===== config.mk =====
export PLATFORM = sky130hd
export DESIGN_NAME = if_fetch_ctrl
export DESIGN_NICKNAME = d
export VERILOG_FILES = /design/src/rtl/if_fetch_ctrl.sv
export SDC_FILE = /design/constraint.sdc
export NUM_CORES = 1
export LEC_CHECK = 0
export CAP_MARGIN = 40
export CORE_UTILIZATION = 50
export CTS_CLUSTER_SIZE = 24
export DETAILED_ROUTE_END_ITERATION = 10
export HOLD_SLACK_MARGIN = 0.08
export PLACE_DENSITY = 0.81
export SYNTH_ARGS = -nofsm -noshare
export SYNTH_HDL_FRONTEND = slang
export SYNTH_SLANG_ARGS = --single-unit
export TNS_END_PERCENT = 100

===== constraint.sdc =====
create_clock -name clk -period 2.49 [get_ports clk]
set_clock_uncertainty 0.1 [all_clocks]
set_input_delay 0.747 -clock clk [delete_from_list [all_inputs] [get_ports clk]]
set_output_delay 0.747 -clock clk [all_outputs]
set_load 0.005 [all_outputs]

===== src/rtl/if_fetch_ctrl.sv =====
// if_fetch_ctrl: IF-stage fetch sequencer.
// Owns the PC and drives a synchronous-read instruction memory through a
// two-step pipeline: F1 presents pc_q on imem_addr_o, F2 holds the address
// whose data arrives on imem_rdata_i, then the IF/ID output register.
// Handles ID stalls (address replay), EX redirects (squash) and halt at END_ADDR.
// Optional feature: define IF_FETCH_PERF_CNT_EN to add saturating fetch/stall
// counters (fetch_cnt_o, stall_cnt_o).
module if_fetch_ctrl #(
  parameter logic [31:0] RESET_PC  = 32'd0,
  parameter logic [31:0] END_ADDR  = 32'd36,
  parameter int unsigned MEM_WORDS = 1024
) (
  input  logic        clk,
  input  logic        reset,
  input  logic        stall_i,
  input  logic        branch_taken_i,
  input  logic [31:0] branch_target_i,
  output logic [31:0] imem_addr_o,
  input  logic [31:0] imem_rdata_i,
  output logic [31:0] instn_o,
  output logic [31:0] instn_pc_o,
  output logic [31:0] nextpc_o,
  output logic        instn_valid_o,
  output logic        halted_o,
  output logic        misalign_o,
  output logic        range_err_o
`ifdef IF_FETCH_PERF_CNT_EN
  ,
  output logic [31:0] fetch_cnt_o,
  output logic [31:0] stall_cnt_o
`endif
);

  // First byte address beyond the instruction memory.
  localparam logic [31:0] MEM_LIMIT = 32'(MEM_WORDS * 4);

  typedef enum logic [1:0] {
    S_BOOT,
    S_RUN,
    S_HALT
  } state_t;

  state_t      state;
  logic [31:0] pc_q;      // next address to issue (F1)
  logic [31:0] f2_pc;     // address whose data is on imem_rdata_i this cycle
  logic        f2_valid;  // F2 holds a live (non-squashed) fetch
  logic [31:0] pc_inc;

  assign pc_inc = pc_q + 32'd4;

  // While stalled with a live F2 entry, re-present its address so the same
  // word comes back on the next cycle; the memory has no hold of its own.
  assign imem_addr_o = (stall_i && f2_valid) ? f2_pc : pc_q;

  // Fetch FSM plus the registered IF/ID outputs.
  always_ff @(posedge clk) begin
    if (reset) begin
      state         <= S_BOOT;
      pc_q          <= RESET_PC;
      f2_pc         <= 32'd0;
      f2_valid      <= 1'b0;
      instn_o       <= 32'd0;
      instn_pc_o    <= 32'd0;
      nextpc_o      <= RESET_PC + 32'd4;
      instn_valid_o <= 1'b0;
      halted_o      <= 1'b0;
      misalign_o    <= 1'b0;
      range_err_o   <= 1'b0;
    end else begin
      // Pulse by default; only a misaligned redirect raises it again.
      misalign_o <= 1'b0;
      case (state)
        S_BOOT: begin
          // Memory already saw pc_q this cycle, so F2 owns it next.
          f2_pc    <= pc_q;
          f2_valid <= 1'b1;
          pc_q     <= pc_inc;
          state    <= S_RUN;
        end

        S_RUN: begin
          if (branch_taken_i) begin
            // Redirect wins over stall; the in-flight F2 word is dropped.
            pc_q          <= branch_target_i & ~32'd3;
            misalign_o    <= |branch_target_i[1:0];
            f2_valid      <= 1'b0;
            instn_valid_o <= 1'b0;
          end else if (!stall_i) begin
            instn_o       <= imem_rdata_i;
            instn_pc_o    <= f2_pc;
            nextpc_o      <= f2_pc + 32'd4;
            instn_valid_o <= f2_valid;
            if (pc_q == END_ADDR) begin
              // END_ADDR itself is never fetched.
              f2_valid <= 1'b0;
              state    <= S_HALT;
            end else begin
              f2_pc    <= pc_q;
              f2_valid <= 1'b1;
              pc_q     <= pc_inc;
              if (pc_q >= MEM_LIMIT) range_err_o <= 1'b1;
            end
          end
        end

        S_HALT: begin
          // Drain the last instruction once ID accepts it; only reset leaves.
          if (!stall_i) begin
            instn_valid_o <= 1'b0;
            halted_o      <= 1'b1;
          end
        end

        default: state <= S_BOOT;
      endcase
    end
  end

`ifdef IF_FETCH_PERF_CNT_EN
  logic run_fetch;
  logic run_stall;

  assign run_fetch = (state == S_RUN) && !branch_taken_i && !stall_i && f2_valid;
  assign run_stall = (state == S_RUN) && !branch_taken_i && stall_i;

  // Saturating event counters for delivered fetches and ID stall cycles.
  always_ff @(posedge clk) begin
    if (reset) begin
      fetch_cnt_o <= 32'd0;
      stall_cnt_o <= 32'd0;
    end else begin
      if (run_fetch && (fetch_cnt_o != 32'hFFFF_FFFF)) fetch_cnt_o <= fetch_cnt_o + 32'd1;
      if (run_stall && (stall_cnt_o != 32'hFFFF_FFFF)) stall_cnt_o <= stall_cnt_o + 32'd1;
    end
  end
`endif

endmodule


==> flow_summary.yaml <==
status:
  violations: "negative setup slack"
  outcome: "finished with violations"
die:
  num_io_pins: 200
  start_util: 0.521
  dieArea_um2: 16600
  die_w_um: 129
  rows: 45
  die_y_um: 129
  core_um2: 15400
hold_path:
  hp-class: "flop to flop"
  whs_path_depth: 2
critical_path:
  critPathLaunchType: "input port"
  critical_path.max_fanout: 5
  cpPeakStageDelay_ns: 0.31
  worst-r2r-setup-slack_ns: 0.14
  worstSetupPathType: "input port to primary output"
  cp_common_cell: "buf_6"
  crit_chain: "buf_8, nand2_8, buf_6, buf_16, mux2_4, buf_6"
  required_ns: 1.64
  worstSetupEndpointType: "primary output"
  crit_slowest_cell: "mux2_4"
  crit_arrival_ns: 1.66
  reg2reg_depth: 7
power:
  p_leak_nw: 4.23
  clockPowerShare: 0.413
  p_sw_frac: 0.270
  sequentialPowerShare: 0.441
  p_total_mw: 6.21
  ir_drop_uv: 505
  switching_power_mw: 1.67
  pwr-share-comb: 0.145
  power_per_cell_area_nw_per_um2: 547
  p_int_mw: 4.53
clock_tree:
  htree_levels: 4
  cts_inserted_buffers: 17
  cts_sinks: 159
  clkSlewWorstSetupHoldPaths_ns: 0.06
  clk_latency_ns: 0.43
  cts_tree: "yes"
  clockRootBuffer: "clkbuf_16"
  ctsLongestPathBuffers: 2
timing:
  fmaxAchievable_mhz: 400
  setup_tns_ns: -0.0567
  finalSetupViolations: 10
  maxSlewViolCount: 0
  worst_slack_ns: -0.0126
  finalCritPeriodShare: 1.01
  slew_headroom: 0.601
  worst_pin_slew_ns: 0.594
  hold_viol_final: 0
  rsz0062_at_grt: "true"
  post-route-min-period_ns: 2.50
route:
  drtAntennaViolNets: 0
  detail_route.first_pass.iterations: 6
  wl_per_cell_um: 18.2
  vias: 7973
  drt-total-wl_um: 25300
  viasPerCell: 5.74
  first_iter_violations: 534
  drc: 0
yosys:
  yosysSeqAreaShare: 0.396
  ys_ff_latch: 159
  async_flop_share: 0
  synth_edf_count: 0
  syn_area_um2: 8040
  ys_warn_count: 0
  synthFlopType: "dfxtp_1"
  synth_cell_types: 56
  syn_inst: 936
  syn_area_per_cell_um2: 8.59
layout:
  diodes: 0
  syn2layout_area_growth_pct: 41.1
  drive_gt1_frac: 0.194
  nets: 1237
grt:
  grt_overflow: 0
  grt_max_degree: 82
  antenna_found_initial: 0
  grt_pass1_wl_um: 39400
  gr-usage-all-layers: 0.306
  grt_pass1_vias: 7418
run:
  cap_violations: 0
placement:
  routabilityCongestion: 0.940
  hpwl_um: 17600
  portBuffers: 193
==> cell usage in the layout (no fill, tap or decap), types with 9 or more instances in the layout <==
cell type / instances
buf_12: 10
dfxtp_1: 158
xor2_1: 9
nand2_1: 151
a211oi_1: 30
a22oi_1: 10
buf_6: 19
nor2_1: 53
a31oi_1: 9
and3_1: 14
inv_1: 13
nand4_1: 19
xnor2_1: 15
mux2_4: 15
a21oi_1: 78
buf_4: 76
o32ai_2: 21
mux2i_1: 33
o21ai_0: 14
mux2_2: 15
nor4_1: 11
clkdlybuf4s50_1: 161
clkbuf_16: 17
nor3_1: 32
nand2b_1: 63
nand3_1: 18
==> worst max-delay path: cells and delay by family <==
kind                   cells  cell delay [ns]
buffers and inverters      4             0.49
muxes                      1             0.31
and+or+nand+nor            1             0.10
==> metal layers <==
layer  GRT usage  share of wire  up-vias
li1            -              -     3762
met1       0.379           0.41     3755
met2       0.503           0.48      382
met3      0.0699          0.087       74
met4       0.143          0.031        0
met5           0              0        -
==> power groups by stage <==
stage,Sequential [mW],Combinational [mW],Clock [mW]
after floorplan,2.77,0.419,0
after global placement,2.79,0.840,0
after global routing,2.74,0.970,2.68
final,2.74,0.902,2.57
after detailed placement,2.79,0.851,0
after CTS,2.73,0.879,2.58
==> cells by family (layout without fill, tap and decap cells) <==
group,count (synthesis),in the layout,share of synthesized area
muxes,63,63,0.0831
and+or+nand+nor,402,402,0.252
DFF,159,159,0.396
other,1,6,0.000466
xor gates and xnor gates,24,24,0.0261
buffers and inverters,96,333,0.0596
adders and majority gates,4,4,0.00622
AOI/OAI and AO/OA,187,187,0.176
==> registers in the layout, summed over array words and instances (netlist names) <==
| register | cells |
|---|---|
| instn_valid_o | 1 |
| f2_pc | 30 |
| nextpc_o | 30 |
| instn_pc_o | 30 |
| range_err_o | 1 |
| pc_q | 30 |
| misalign_o | 1 |
| f2_valid | 1 |
| halted_o | 1 |
| instn_o | 32 |
| state | 2 |
==> through the flow <==
step           area [um^2]   util  instances  hold WS, ns  setup slack [ns]
2_1_floorplan         8060      -        941        0.342            0.0752
3_3_place_gp         10600  0.686       1346        0.338            -0.794
3_5_place_dp         10600  0.686       1346        0.346            -0.803
4_1_cts              11300  0.733       1390        0.355           -0.0445
5_1_grt              11300  0.736       1389        0.366           -0.0317
6_report             11300  0.736       1389        0.353           -0.0126
==> path summary, 6_finish.rpt <==
path	start	to
setup / recovery	stall_i	imem_addr_o[14]
hold / removal	instn_o[20]	instn_o[20]
setup reg to reg	pc_q[2]	pc_q[20]
hold reg to reg	instn_o[20]	instn_o[20]
==> cell usage after synthesis, drive strengths merged (3+ instances only) <==
| library cell | number | share of area |
|---|---|---|
| nor3b | 3 | 0.0028 |
| or3 | 7 | 0.0054 |
| mux2i | 33 | 0.041 |
| mux2 | 30 | 0.042 |
| ha | 4 | 0.0062 |
| buf | 34 | 0.030 |
| inv | 13 | 0.0061 |
| nor2 | 54 | 0.026 |
| nor4 | 16 | 0.019 |
| xor2 | 9 | 0.0098 |
| nand2b | 63 | 0.049 |
| and3 | 14 | 0.011 |
| nand3 | 19 | 0.012 |
| a221oi | 6 | 0.011 |
| xnor2 | 15 | 0.016 |
| o32ai | 22 | 0.044 |
| a211oi | 32 | 0.031 |
| a32oi | 3 | 0.0033 |
| o31a | 6 | 0.0065 |
| a21oi | 78 | 0.049 |
| and4 | 6 | 0.0065 |
| o21ai | 14 | 0.0087 |
| a22oi | 10 | 0.0093 |
| and2 | 6 | 0.0047 |
| nand2 | 154 | 0.072 |
| dfxtp | 159 | 0.40 |
| clkbuf | 49 | 0.023 |
| nand4 | 19 | 0.015 |
| a31oi | 9 | 0.0070 |
| nor3 | 32 | 0.020 |
==> timing repair <==
| item | CTS | global route |
|---|---|---|
| pin swaps | 1 | 1 |
| hold buffers | 0 | 0 |
| setup endpoints to repair | 30 | 62 |
| resized for setup | 128 | 29 |
| gates cloned | 3 | 0 |
| buffers inserted | 10 | 0 |
==> final cells by class <==
type / count / area (um^2)
clock buffers: 17 / 425
clock inverters: 15 / 150
fillers: 1184 / 4080
inverters: 13 / 48.8
multi-input cells: 686 / 4480
flip-flops and latches: 159 / 3190
well taps: 211 / 264
repair buffers: 288 / 2790
(Power assumes the default switching activity.)
